## src/rtl/jt053246_pkg.sv

```systemverilog
// Shared types and sizes for the 053246 sprite ROM arbiter.
// State encoding, ROM word-address width and tile-row width.
package jt053246_pkg;

  localparam int ROM_AW = 21;
  localparam int ROW_W  = 64;

  typedef enum logic [2:0] {
    ST_IDLE,
    ST_DRAW0,
    ST_GAP0,
    ST_DRAW1,
    ST_HOLD,
    ST_CPU,
    ST_GAP
  } state_t;

endpackage

```

## src/rtl/jt053246_romarb.sv

```systemverilog
// Sprite ROM port arbiter: tile-row fetches for the drawer
// and CPU read-back share one ROM port.
module jt053246_romarb
  import jt053246_pkg::*;
#(
  parameter int STARVE = 4
) (
  input  logic              clk,
  input  logic              rst_n,
  input  logic              dr_start,
  input  logic [15:0]       code,
  input  logic [3:0]        ysub,
  input  logic              vflip,
  input  logic              hflip,
  output logic              dr_busy,
  input  logic              rmrd_req,
  input  logic [20:0]       rmrd_addr,
  output logic [15:0]       rmrd_data,
  output logic              rmrd_ok,
  output logic [ROM_AW-1:0] rom_addr,
  output logic              rom_cs,
  input  logic              rom_ok,
  input  logic [31:0]       rom_data,
  output logic [ROW_W-1:0]  pxl_data,
  output logic              pxl_hflip,
  output logic              pxl_valid,
  input  logic              pxl_ready
);

  state_t      r_st;
  logic        r_dpend;
  logic        r_cpend;
  logic        r_ghold;
  logic [15:0] r_code;
  logic [3:0]  r_row;
  logic [20:0] r_caddr;
  logic [7:0]  r_starve;

  logic w_ok;
  logic w_dacc;
  logic w_cacc;
  logic w_starved;

  assign rom_cs = r_st inside {ST_DRAW0, ST_DRAW1, ST_CPU};
  assign w_ok   = rom_cs & rom_ok;

  // GAP with r_ghold is the settle cycle before a row is handed over
  assign dr_busy = r_dpend
                 | (r_st inside {ST_DRAW0, ST_GAP0, ST_DRAW1, ST_HOLD})
                 | (r_st == ST_GAP && r_ghold);

  assign w_dacc    = dr_start & ~dr_busy;
  assign w_cacc    = rmrd_req & ~r_cpend & (r_st != ST_CPU);
  assign w_starved = r_starve == 8'(STARVE);

  always_comb begin
    rom_addr = '0;
    unique case (1'b1)
      r_st == ST_DRAW0: rom_addr = {r_code, r_row, 1'b0};
      r_st == ST_DRAW1: rom_addr = {r_code, r_row, 1'b1};
      r_st == ST_CPU:   rom_addr = {1'b0, r_caddr[20:1]};
      default:          rom_addr = '0;
    endcase
  end

  always_ff @(posedge clk or negedge rst_n) begin
    if (!rst_n) begin
      r_st      <= ST_IDLE;
      r_dpend   <= 1'b0;
      r_cpend   <= 1'b0;
      r_ghold   <= 1'b0;
      r_code    <= '0;
      r_row     <= '0;
      r_caddr   <= '0;
      r_starve  <= '0;
      rmrd_data <= '0;
      rmrd_ok   <= 1'b0;
      pxl_data  <= '0;
      pxl_hflip <= 1'b0;
      pxl_valid <= 1'b0;
    end else begin
      rmrd_ok <= 1'b0;
      if (w_dacc) begin
        r_dpend   <= 1'b1;
        r_code    <= code;
        r_row     <= ysub ^ {4{vflip}};
        pxl_hflip <= hflip;
      end
      if (w_cacc) begin
        r_cpend <= 1'b1;
        r_caddr <= rmrd_addr;
      end
      if (!r_cpend) r_starve <= '0;
      unique case (r_st)
        ST_IDLE: begin
          if (r_cpend && (!r_dpend || w_starved)) begin
            r_cpend  <= 1'b0;
            r_starve <= '0;
            r_st     <= ST_CPU;
          end else if (r_dpend) begin
            r_dpend <= 1'b0;
            if (r_cpend) r_starve <= r_starve + 8'd1;
            r_st <= ST_DRAW0;
          end
        end
        ST_DRAW0: begin
          if (w_ok) begin
            pxl_data[31:0] <= rom_data;
            r_st           <= ST_GAP0;
          end
        end
        ST_GAP0: r_st <= ST_DRAW1;
        ST_DRAW1: begin
          if (w_ok) begin
            pxl_data[63:32] <= rom_data;
            r_ghold         <= 1'b1;
            r_st            <= ST_GAP;
          end
        end
        ST_GAP: begin
          if (r_ghold) begin
            r_ghold   <= 1'b0;
            pxl_valid <= 1'b1;
            r_st      <= ST_HOLD;
          end else begin
            r_st <= ST_IDLE;
          end
        end
        ST_HOLD: begin
          if (pxl_ready) begin
            pxl_valid <= 1'b0;
            r_st      <= ST_GAP;
          end
        end
        ST_CPU: begin
          if (w_ok) begin
            rmrd_data <= r_caddr[0] ? rom_data[31:16] : rom_data[15:0];
            rmrd_ok   <= 1'b1;
            r_st      <= ST_GAP;
          end
        end
        default: r_st <= ST_IDLE;
      endcase
    end
  end

  // the scanner must wait for dr_busy low before starting a job
  a_start_legal: assert property (
    @(posedge clk) disable iff (!rst_n) !(dr_start && dr_busy));

endmodule

```

## config.mk

```make
export PLATFORM = sky130hd
export DESIGN_NAME = jt053246_romarb
export DESIGN_NICKNAME = d
export VERILOG_FILES = /design/src/rtl/jt053246_pkg.sv /design/src/rtl/jt053246_romarb.sv
export SDC_FILE = /design/constraint.sdc
export NUM_CORES = 1
export LEC_CHECK = 0
export BUFFER_PORTS_ARGS = -buffer_cell sky130_fd_sc_hd__clkbuf_2
export CAP_MARGIN = 30
export CORE_MARGIN = 2
export CORE_UTILIZATION = 30
export DETAILED_ROUTE_END_ITERATION = 8
export PLACE_DENSITY = 0.6
export SLEW_MARGIN = 20
export SYNTH_ARGS = -nofsm -noshare
export SYNTH_HDL_FRONTEND = slang
export SYNTH_SLANG_ARGS = --single-unit
```

## constraint.sdc

```tcl
create_clock -name clk -period 2.2 [get_ports clk]
set_input_delay 0.44 -clock clk [delete_from_list [all_inputs] [get_ports clk]]
set_output_delay 0.44 -clock clk [all_outputs]
set_load 0.01 [all_outputs]
```

==> run metrics, run 1 <==
DP Cell Count=875; leakage=3.79 nW; Post-DP Area=0.00724 sq mm; final cell count without fillers=roughly 910; Reg-to-Reg End=r_caddr[5]; setup_tns=0 ns; FF/Latch Area=0.00345 sq mm; commonest cells in the netlist=138 x dfrtp_1, 82 x mux2_2, 32 x nand2_1, 28 x o21ai_0; final instance area=0.00784 sq mm; Final HPWL DP=approximately 11000 microns; first-pass GRT wire length=22800 microns; Max VDD drop=0.547 mV; share of post-route cells with drive strength above 1=53.5%; Synth Flop Type=dfrtp_1; Routed WL=14800 microns; largest area contributor in the netlist=dfrtp_1; Cell Area, Synth=0.00591 sq mm; DRT iter0 DRCs=between 200 and 250; TritonCTS Buffers=17; syn_area_per_cell=13.6 sq um; area occupied by multi-input gates=0.00230 sq mm; Synth top area share=between 50% and 60%; vias in the first global route=4289; min-delay worst type=input pin to asynchronous set/reset pin; fin crit share=96.8%; IO Count=187; Worst Clk Skew=0.00916 ns; CP Launch Point=r_st[1]; GP Congestion=0.837; routed length per placed instance=16.4 microns; drc violations=0; Syn Nets=roughly 520; r2r startpoint=r_st[1]; unrepaired setup endpoints after global routing=false; Setup crit end kind=primary output; Reg clk slew, reported paths=0.06 ns; PwrDens=around 1500 mW/mm^2; synthesized instance count=approximately 440; worst-path maximum fanout=20; Synth cell types=45; largest net degree at the start of global routing=59; synth-to-layout area growth=32.6%; Rel. slew slack=62.3%; Die Y-Extent=144 microns; antenna viol nets, final=0; Max Fclk=0.470 GHz; async set or reset register ratio after synthesis=100%; fin. max-slew vios=0; final worst slack=0.0706 ns; Hold Fails Final Rpt=0; WP data required=1.76 ns; kind of critical path=flip-flop to primary output; critical path arrival=1.69 ns; GRT Overall Usage=14.4%; TritonRoute pass-1 iters=4; Vias/cell=4.62; die area=0.0208 sq mm; warnings from Yosys=0; CP Capture Point=rom_addr[12]; register area share after synthesis=58.4%; most frequent cell after synthesis=dfrtp_1; Max-cap violations=0; Core Area=0.0194 sq mm; initial antenna violation count=1; Root Buffer=clkbuf_16; status=finished, final reports clean; Max Root-Sink Buffers=2; Tot Pwr=between 10 and 15 mW; Worst R2R Setup Slack=0.35 ns; CTS tree=built; CTS H-tree depth=4; pre-CTS setup slack=0.361 ns; row cnt=51; Reg2Reg Depth=4; Initial Util=30.5%; Worst setup SP type=flip-flop; Slew @ Worst Pin=roughly 0.57 ns; Synth area leaders=dfrtp_1 58%, mux2_2 16%, mux2_4 4.8%; total gr overflow=0; clock period minus worst slack=2.13 ns; #FFs+latches synth=138; Post-synth EDFFs=0; Die Wd=144 microns; # nets final=712; # fillers=1877; clk_lat worst skew=approximately 0.4 ns; PortBufs=roughly 190; clk sink count=around 140; vias=4186; final setup vio count=0
area by class of cell:
cell class                      count  share of cell area [%]
Sequential cell                   138                    44.1
Multi-Input combinational cell    264                    29.4
Timing Repair Buffer              201                    14.6
Clock buffer                       17                    5.43
Tap cell                          265                    4.23
Clock inverter                     14                    1.92
Inverter                            7                   0.335
Antenna cell                        1                  0.0319
report_power, final:
part / leakage (nW) / switching [mW] / total (mW) / internal (mW)
clock network: 0.263 / 1.10 / 2.76 / 1.66
logic: 1.85 / 2.27 / 4.67 / 2.40
registers: 1.67 / 0.704 / 4.45 / 3.74
total: 3.79 / 4.08 / 11.9 / 7.80
worst min-delay path by stage:
stage / startpoint / endpoint / slack (ns) / depth (start not counted)
final: rst_n / rmrd_ok / 0.002 / 1
after global routing: rst_n / rmrd_ok / 0.02 / 1
after CTS: rst_n / rmrd_ok / 0.01 / 1
after detailed placement: rst_n / rmrd_ok / 0.46 / 1
after global placement: rst_n / rmrd_ok / 0.45 / 1
after floorplan: rst_n / pxl_data[0] / 0.14 / 0
cell usage in the layout, fill, tap and decap left out, types with 4 or more instances in the layout:
cell type	netlist	routed
o21ai_0	28	28
a22o_1	19	19
mux2i_1	16	16
clkinvlp_4	0	6
buf_12	0	7
clkbuf_16	0	17
nand2b_1	4	4
a21boi_0	5	5
inv_1	7	7
mux2_4	19	19
nand2_1	32	32
a31oi_1	9	9
xnor2_1	4	4
buf_4	1	7
mux2_2	82	82
clkbuf_2	0	185
dfrtp_1	138	137
a21oi_1	7	7
registers in the layout (all words and copies together), names as in the netlist:
register and cells:
pxl_data 64, r_caddr 21, r_code 16, rmrd_data 16
r_starve 8, r_row 4, r_st 3, pxl_hflip 1
pxl_valid 1, r_cpend 1, r_dpend 1, r_ghold 1
rmrd_ok 1
what timing repair did:
action                                  in CTS  in global routing
cloned                                       0                  0
setup buffers                                0                  0
gates resized for setup                      4                  2
endpoints found under the hold margin        0                  0
hold buffers                                 0                  0
endpoints found under the setup margin       2                  1
layer usage:
layer	GRT usage, %	vias up	share of wire, %
li1	-	1955	-
met1	18.2	2113	44
met2	23.7	102	50
met3	3.87	16	4.4
met4	5.37	0	1.9
met5	0	-	0
metrics by stage:
step / hold WS (ns) / util (%)
floorplan: 0.144 / -
global placement: 0.451 / 37.3
detailed placement: 0.463 / 37.3
CTS: 0.0125 / 40.4
global route: 0.0243 / 40.4
finish: 0.00189 / 40.4
kinds of logic after synthesis:
group / Yosys count / share of synthesized area, %
AO/OA/AOI/OAI: 77 / 8.91
flip-flops: 138 / 58.4
adder cells (fa/ha/maj): 2 / 0.423
multiplexers: 118 / 23.3
AND/OR/NAND/NOR: 63 / 5.48
buffers and inverters: 34 / 2.84
XOR/XNOR: 4 / 0.593
worst max-delay path, cell delays in order, from the launching register on:
cell,delay (ns)
dfrtp_1,0.45
and3b_2,0.27
buf_12,0.16
a22o_1,0.26
clkbuf_2,0.14
No activity file was read; power rests on OpenSTA's default activity.
==> run 2, diff against run 1 <==
==> constraint.sdc (replaced) <==
create_clock -name clk -period 2.65 [get_ports clk]
set_input_delay 0.53 -clock clk [delete_from_list [all_inputs] [get_ports clk]]
set_output_delay 0.53 -clock clk [all_outputs]
set_load 0.01 [all_outputs]
==> run 2 against run 1 <==
  * Sequential power is 16% lower
  * Flip-flop and latch count is the same
  * Via count grew 0.65%
  * Power down 17%
  * Clock skew about the same
  * Critical path type unchanged
  * Largest cell class unchanged
==> run metrics, run 2 (synthesis gave the netlist of run 1 again) <==
Worst setup SP type=flip-flop; Final HPWL DP=approximately 11000 microns; status=finished, final reports clean; largest net degree at the start of global routing=62; hold slack=0.0228 ns; clock period minus worst slack=2.45 ns; Ant. Diodes=0; critical path arrival=1.92 ns; clock power share=between 20% and 30%; drc violations=0; Core Area=0.0194 sq mm; post-route core utilization=40.0%; gr busiest metal=met2; synth-to-layout area growth=31.2%; WP data required=2.12 ns; CTS tree=built; Max VDD drop=~0.49 mV; Root Buffer=clkbuf_16; Max Root-Sink Buffers=2; Hold Fails Final Rpt=0; fin crit share=92.4%; most common cell after layout, fill and taps aside=clkbuf_2; # nets final=slightly above 700; unrepaired setup endpoints after global routing=false; Worst Clk Skew=0.00932 ns; PortBufs=186; Die Wd=144 microns; CTS H-tree depth=4; met1 Track Usage GR=18.8%; Max Fclk=roughly 0.41 GHz; TritonRoute pass-1 iters=5; net switching power=3.50 mW; routed length per placed instance=17.0 microns; Vias/cell=4.66; vias in the first global route=4435; Slew @ Worst Pin=between 0.6 and 0.7 ns; Flop pwr share=38.0%; TritonCTS Buffers=17; Post-CTS Hold Fix Bufs=0; commonest non-fill, non-tap cells in the layout=185 x clkbuf_2, 138 x dfrtp_1, 82 x mux2_2; GRT Overall Usage=around 15%; Sw Ratio=35.5%; total gr overflow=0; final setup vio count=0; row cnt=between 50 and 60; number of flip-flops in the largest register=64; Max-cap violations=0; clk sink count=138; biggest registers after layout=pxl_data: 64 flops, r_caddr: 21 flops; share of post-route cells with drive strength above 1=53.3%; fin. max-slew vios=0; Largest Register=pxl_data; PwrDens=1270 mW/mm^2; Routed WL=15400 microns; worst-path maximum fanout=21; initial antenna violation count=0; Setup crit end kind=primary output; Comb pwr share=a little under two fifths; setup_tns=0 ns; GP Congestion=0.750; Die Y-Extent=around 140 microns; final cell count without fillers=approximately 900; min-delay worst type=input pin to asynchronous set/reset pin; leakage=3.78 nW; Rel. slew slack=54.2%; Reg clk slew, reported paths=0.07 ns; DP Cell Count=873; first-pass GRT wire length=23800 microns; met3 GRT Util=roughly 4.4%; internal cell power=6.35 mW; DRT iter0 DRCs=158; die area=0.0208 sq mm; kind of critical path=flip-flop to primary output; antenna viol nets, final=0; Initial Util=a little under a third; clk_lat worst skew=about 0.41 ns; IO Count=187; met2 usage=between 20% and 30%; vias=between 4k and 5k
[run 2: critical path: stages (launching register included)]
cell      delay [ns]
dfrtp_1         0.58
and3b_2         0.56
a22o_1          0.23
clkbuf_2        0.13
[run 2: path summary, 6_finish.rpt]
kind | endpoint | from | depth (start not counted) | slack, ns
setup / recovery | rom_addr[13] | r_st[2] | 3 | 0.20
hold / removal | pxl_data[61] | rst_n | 1 | 0.02
setup reg to reg | r_starve[7] | r_st[2] | 4 | 0.45
hold reg to reg | rmrd_data[8] | rmrd_data[8] | 2 | 0.48
max in group asynchronous | pxl_data[2] | rst_n | 2 | 1.81
min in group clk | r_caddr[19] | rmrd_addr[19] | 2 | 0.34
[run 2: repair_timing]
action | in CTS | in global routing
gates resized for setup | 1 | 0
endpoints found under the setup margin | 19 | 0
setup buffers | 0 | 0
hold endpoints to repair | 0 | 0
[run 2: final cells by class]
class	count	area, sq um
timing repair buffer	199	1060
clock buffer	17	425
multi-input combinational	264	2300
sequential	138	3450
fill	1880	11600
inverter	7	26.3
tap	265	332
clock inverter	15	153
[run 2: layer usage]
layer | part of all wire [%] | wire length (microns) | up-vias
li1 | - | - | 1951
met1 | 42 | 6550 | 2127
met2 | 51 | 7820 | 110
met3 | 4.6 | 714 | 25
met4 | 2.1 | 327 | 0
met5 | 0 | 0 | -
[run 2: stage by stage]
stage,setup slack [ns],power (mW),instance area [sq um]
after floorplan,0.612,6.01,5910
after global placement,0.407,7.45,7170
after detailed placement,0.326,7.60,7170
after CTS,0.201,10.0,7750
after global routing,0.0844,10.5,7750
final,0.201,9.86,7750
[run 2: power groups by stage]
stage                     clock network [mW]  logic [mW]  registers (mW)
after floorplan                            0        2.13            3.88
after global placement                     0        3.73            3.72
after detailed placement                   0        3.83            3.77
after CTS                               2.41        3.83            3.75
after global routing                    2.54        4.11            3.86
final                                   2.34        3.77            3.75
